File: config.mk
export PLATFORM = sky130hd
export DESIGN_NAME = mem_copy_dma
export DESIGN_NICKNAME = d
export VERILOG_FILES = /design/src/rtl/mem_dma_pkg.sv /design/src/rtl/mem_copy_dma.sv
export SDC_FILE = /design/constraint.sdc
export NUM_CORES = 1
export LEC_CHECK = 0
export CORE_MARGIN = 5
export CORE_UTILIZATION = 54
export CTS_CLUSTER_DIAMETER = 50
export CTS_CLUSTER_SIZE = 20
export DETAILED_ROUTE_END_ITERATION = 6
export PLACE_DENSITY = 0.87
export SKIP_CTS_REPAIR_TIMING = 1
export SYNTH_ARGS = -nofsm -noshare
export SYNTH_HDL_FRONTEND = slang
export SYNTH_SLANG_ARGS = --single-unit
File: constraint.sdc
create_clock -name clk -period 6.1 [get_ports clk]
set_clock_uncertainty 0.1 [all_clocks]
set_input_delay 1.22 -clock clk [delete_from_list [all_inputs] [get_ports clk]]
set_output_delay 1.22 -clock clk [all_outputs]
set_load 0.03 [all_outputs]
File: src/rtl/mem_dma_pkg.sv
// Shared types and constants for the memory word-copy initiator.
// Latency: n/a (types and constants only).
// Backpressure: n/a.
package mem_dma_pkg;

    typedef enum logic [1:0] {
        IDLE  = 2'd0,
        READ  = 2'd1,
        WRITE = 2'd2,
        DONE  = 2'd3
    } dma_state_t;

    // Bytes per memory word; pointers step by this and are aligned to it.
    localparam int WORD_BYTES = 4;

endpackage

File: src/rtl/mem_copy_dma.sv
// Word-copy initiator: copies len words src->dst as a second master on the data memory port.
// Latency: 2*len+1 cycles from the start edge to the done pulse (1 cycle for len=0).
// Backpressure: none; start is only sampled in IDLE and ignored while busy.
//
// Ports:
//   clk, rst (async active-low)     - clock and reset
//   start, src_addr, dst_addr, len  - copy request, sampled in IDLE only
//   busy, done                      - port-grant request and one-cycle completion pulse
//   A, WD, We                       - memory address / write data / write enable
//   RD                              - memory read data, combinational from A
module mem_copy_dma
    import mem_dma_pkg::*;
#(
    parameter int DATA_W = 32,
    parameter int ADDR_W = 32,
    parameter int LEN_W  = 8
) (
    input  logic              clk,
    input  logic              rst,
    input  logic              start,
    input  logic [ADDR_W-1:0] src_addr,
    input  logic [ADDR_W-1:0] dst_addr,
    input  logic [LEN_W-1:0]  len,
    output logic              busy,
    output logic              done,
    output logic [ADDR_W-1:0] A,
    output logic [DATA_W-1:0] WD,
    output logic              We,
    input  logic [DATA_W-1:0] RD
);

    localparam logic [ADDR_W-1:0] ALIGN_MASK = ~ADDR_W'(WORD_BYTES - 1);
    localparam logic [ADDR_W-1:0] STEP       = ADDR_W'(WORD_BYTES);

    dma_state_t        state;
    logic [ADDR_W-1:0] src_ptr;
    logic [ADDR_W-1:0] dst_ptr;
    logic [LEN_W-1:0]  remaining;
    logic [DATA_W-1:0] data_buf;

    // Pointer arithmetic wraps modulo 2^ADDR_W by construction.
    always_ff @(posedge clk or negedge rst) begin
        if (!rst) begin
            state     <= IDLE;
            src_ptr   <= '0;
            dst_ptr   <= '0;
            remaining <= '0;
            data_buf  <= '0;
        end else begin
            case (state)
                IDLE: begin
                    if (start) begin
                        src_ptr   <= src_addr & ALIGN_MASK;
                        dst_ptr   <= dst_addr & ALIGN_MASK;
                        remaining <= len;
                        state     <= (len == '0) ? DONE : READ;
                    end
                end
                READ: begin
                    data_buf <= RD;
                    src_ptr  <= src_ptr + STEP;
                    state    <= WRITE;
                end
                WRITE: begin
                    dst_ptr   <= dst_ptr + STEP;
                    remaining <= remaining - LEN_W'(1);
                    // remaining still holds the count including this word
                    state     <= (remaining == LEN_W'(1)) ? DONE : READ;
                end
                DONE: begin
                    state <= IDLE;
                end
                default: state <= IDLE;
            endcase
        end
    end

    // Memory pins depend on registered state only, so an async reset
    // drops We/A immediately and start never reaches the memory.
    always_comb begin
        A    = '0;
        WD   = '0;
        We   = 1'b0;
        busy = 1'b1;
        done = 1'b0;
        case (state)
            IDLE:  busy = 1'b0;
            READ:  A    = src_ptr;
            WRITE: begin
                A  = dst_ptr;
                WD = data_buf;
                We = 1'b1;
            end
            DONE:  done = 1'b1;
            default: busy = 1'b0;
        endcase
    end

endmodule

==> results.cfg <==
[outcome]
outcome = completed

[synthesis]
synth-edff-count = 0
async_reset_ff_share_pct = 100
seq_area_frac_synth_pct = 37.8
synth_compound_area_share_pct = 22.8
synthCells = 754
synth_cell_types = 66
synth_warnings = 0
synthSimpleGateAreaFrac_pct = 25.3
synth_seq_cells = 102
synth_fa_ha_area_share_pct = 1.67
synth_mux_area_share_pct = 7.38
avgSynthCellArea_sq_um = 8.95
synth-main-ff-cell = dfrtp_1
synth_top_family_by_area = simple AND/OR/NAND/NOR gates
syn_area_sq_um = 6750
synthXorXnorAreaFrac_pct = 0

[setup_path]
crit_path_max_incr_delay_ps = 920
crit_slowest_cell = ha_2
worstSetupPathType = reg -> out
path_cells = inv_1 > ha_2 > nand2_1 > a21boi_0 > clkdlybuf4s50_1
required_ps = 4780
startpoint = state[0]
rr_startpoint = state[0]
worstSetupEndpointType = primary output
crit_path_start_kind = flip-flop
arrival_ps = 3150
crit_fanout = 55

[layout]
nFillCells = 948
final_cell_area_sq_um = 8700
drive_above_1_share_pct = 9.23
nets = 989
mostFrequentLayoutCells = clkdlybuf4s50_1 (166), dfrtp_1 (102), nand2_1 (60)
num_antenna_cells = 0
utilization_pct = 71.8
syn2layout_area_growth_pct = 29.0
layout_commonest_cell = clkdlybuf4s50_1

[routing]
routed_wl_microns = 20900
ant_nets = 0
drc = 0
dr_total_vias = 6717
dr.first_iter.drc_count = 686
wl_per_cell_microns = 20.0
dr.pass1.iters = 6
avgViaCountPerCell = 6.42

[place]
gp_congestion = 0.915
dpl_cell_area_sq_um = 8390
hpwl_microns = 14700
port_buffers = 167

[global_routing]
grt_pass1_vias = 6423
antenna_found_initial = 0
grt_use_total_pct = 27.8
grt_pass1_wl_microns = 33100
overflow = 0
grt_max_degree = 71

[cts]
cts.htree.levels = 3
cts_tree = done
cts_buffer_depth = 2
clk-insertion-delay-late_ps = 370
cts_root_buffer = clkbuf_16
clock-sinks = 102
clk_pin_slew_worst_paths_ps = 70
cts_buffers = 9

[min_path]
worstHoldStart = data_buf[18]
hp-class = reg -> reg

[pwr]
intPower_mw = 2.52
p_switching_mw = 2.27
switching_share_pct = 47.4
p_leak_nw = 3.39
p_clk_share_pct = 12.8
pwr-share-comb_pct = 56.3
powerDensity_nw_per_um2 = 550
pwr-share-seq_pct = 30.9
ir_drop_mv = 0.256

[floorplanning]
dieWidth_microns = 122
die-area_sq_um = 14800
start_util_pct = 55.7
core-area_sq_um = 12100
row_count = 40
die_y_microns = 122
io_pins = 174

[sta]
hold_viol = 0
setup_viol = 0
maxSlewViolCount = 0
fin_tns_setup_ps = 0
period_share_pct = 73.2
slew_headroom_pct = 8.07
tightest_slew_ps = 1350
fin_crit_ps = 4470
fmax_mhz = 224
rsz0062_at_grt = false

[flow_run]
max_cap_violations = 0
-- power by group through the flow --
stage                     clock network [mW]  logic, mW  registers [mW]
after floorplan                            0       1.98            1.28
after global placement                     0       2.59            1.43
after detailed placement                   0       2.67            1.46
after CTS                              0.619       2.69            1.46
after global routing                   0.646       2.90            1.53
final                                  0.613       2.69            1.48
-- cell families (layout without fill, tap and decap cells) --
logic type / after synthesis / in the layout
AND/OR/NAND/NOR: 301 / 301
AO/OA/AOI/OAI: 223 / 223
flip-flops: 102 / 102
buffers and inverters: 73 / 196
multiplexers: 45 / 45
adder cells (fa/ha/maj): 9 / 9
other: 1 / 2
-- path summary, 6_finish.rpt --
check,to,slack [ps],depth (start not counted)
setup / recovery,A[19],1630,5
hold reg to reg,data_buf[18],410,1
hold / removal,data_buf[18],410,1
setup reg to reg,dst_ptr[19],2570,6
min in group asynchronous,data_buf[23],690,1
max in group asynchronous,state[1],3880,2
-- stage by stage --
| stage | hold slack [ps] | total power [mW] | cells | setup slack (ps) |
|---|---|---|---|---|
| floorplan | 373 | 3.26 | 755 | 2430 |
| global placement | 381 | 4.02 | 1030 | 2080 |
| detailed placement | 391 | 4.13 | 1030 | 2080 |
| CTS | 409 | 4.76 | 1046 | 1670 |
| global route | 422 | 5.08 | 1046 | 1490 |
| finish | 408 | 4.78 | 1046 | 1630 |
-- metal layers --
layer  GRT usage, %  up-vias  part of all wire, %
met3           5.29       41                  7.6
met1           37.5     3260                   41
met4           9.24        0                  2.5
li1               -     3075                    -
met5              0        -                    0
met2           45.3      341                   49
-- flip-flops by register name, summed over array words and instances (netlist names) --
signal	count
dst_ptr	30
data_buf	32
state	2
remaining	8
src_ptr	30
-- cell type report --
| class | instances | area [sq um] | share of cell area (%) |
|---|---|---|---|
| Sequential cell | 102 | 2550 | 29.3 |
| Clock inverter | 6 | 76.3 | 0.877 |
| Timing Repair Buffer | 173 | 1710 | 19.7 |
| Inverter | 7 | 26.3 | 0.302 |
| Multi-Input combinational cell | 580 | 3890 | 44.7 |
| Clock buffer | 10 | 229 | 2.63 |
| Tap cell | 168 | 210 | 2.42 |
-- synth_stat cells (all sizes together), types with 16 or more instances --
| library cell | n | share of area (%) |
|---|---|---|
| a22oi | 28 | 3.1 |
| buf | 33 | 2.7 |
| o311ai | 16 | 2.4 |
| mux2 | 35 | 5.8 |
| nor2b | 19 | 1.8 |
| nand2 | 60 | 3.3 |
| clkbuf | 33 | 1.9 |
| nand3 | 32 | 2.4 |
| a21oi | 48 | 3.6 |
| nor2 | 33 | 1.8 |
| and2 | 43 | 4.0 |
| and3 | 39 | 3.6 |
| dfrtp | 102 | 38 |
| o21ai | 34 | 2.5 |
| nand4 | 25 | 2.6 |
-- worst max-delay path: cells and delay by family (launching register included) --
family                   cells  cell delay, ps
AND/OR/NAND/NOR              1             250
adder cells (fa/ha/maj)      1             920
AO/OA/AOI/OAI                1             310
flip-flops                   1             410
buffers and inverters        2             870
Power figures use the tool's default switching activity.
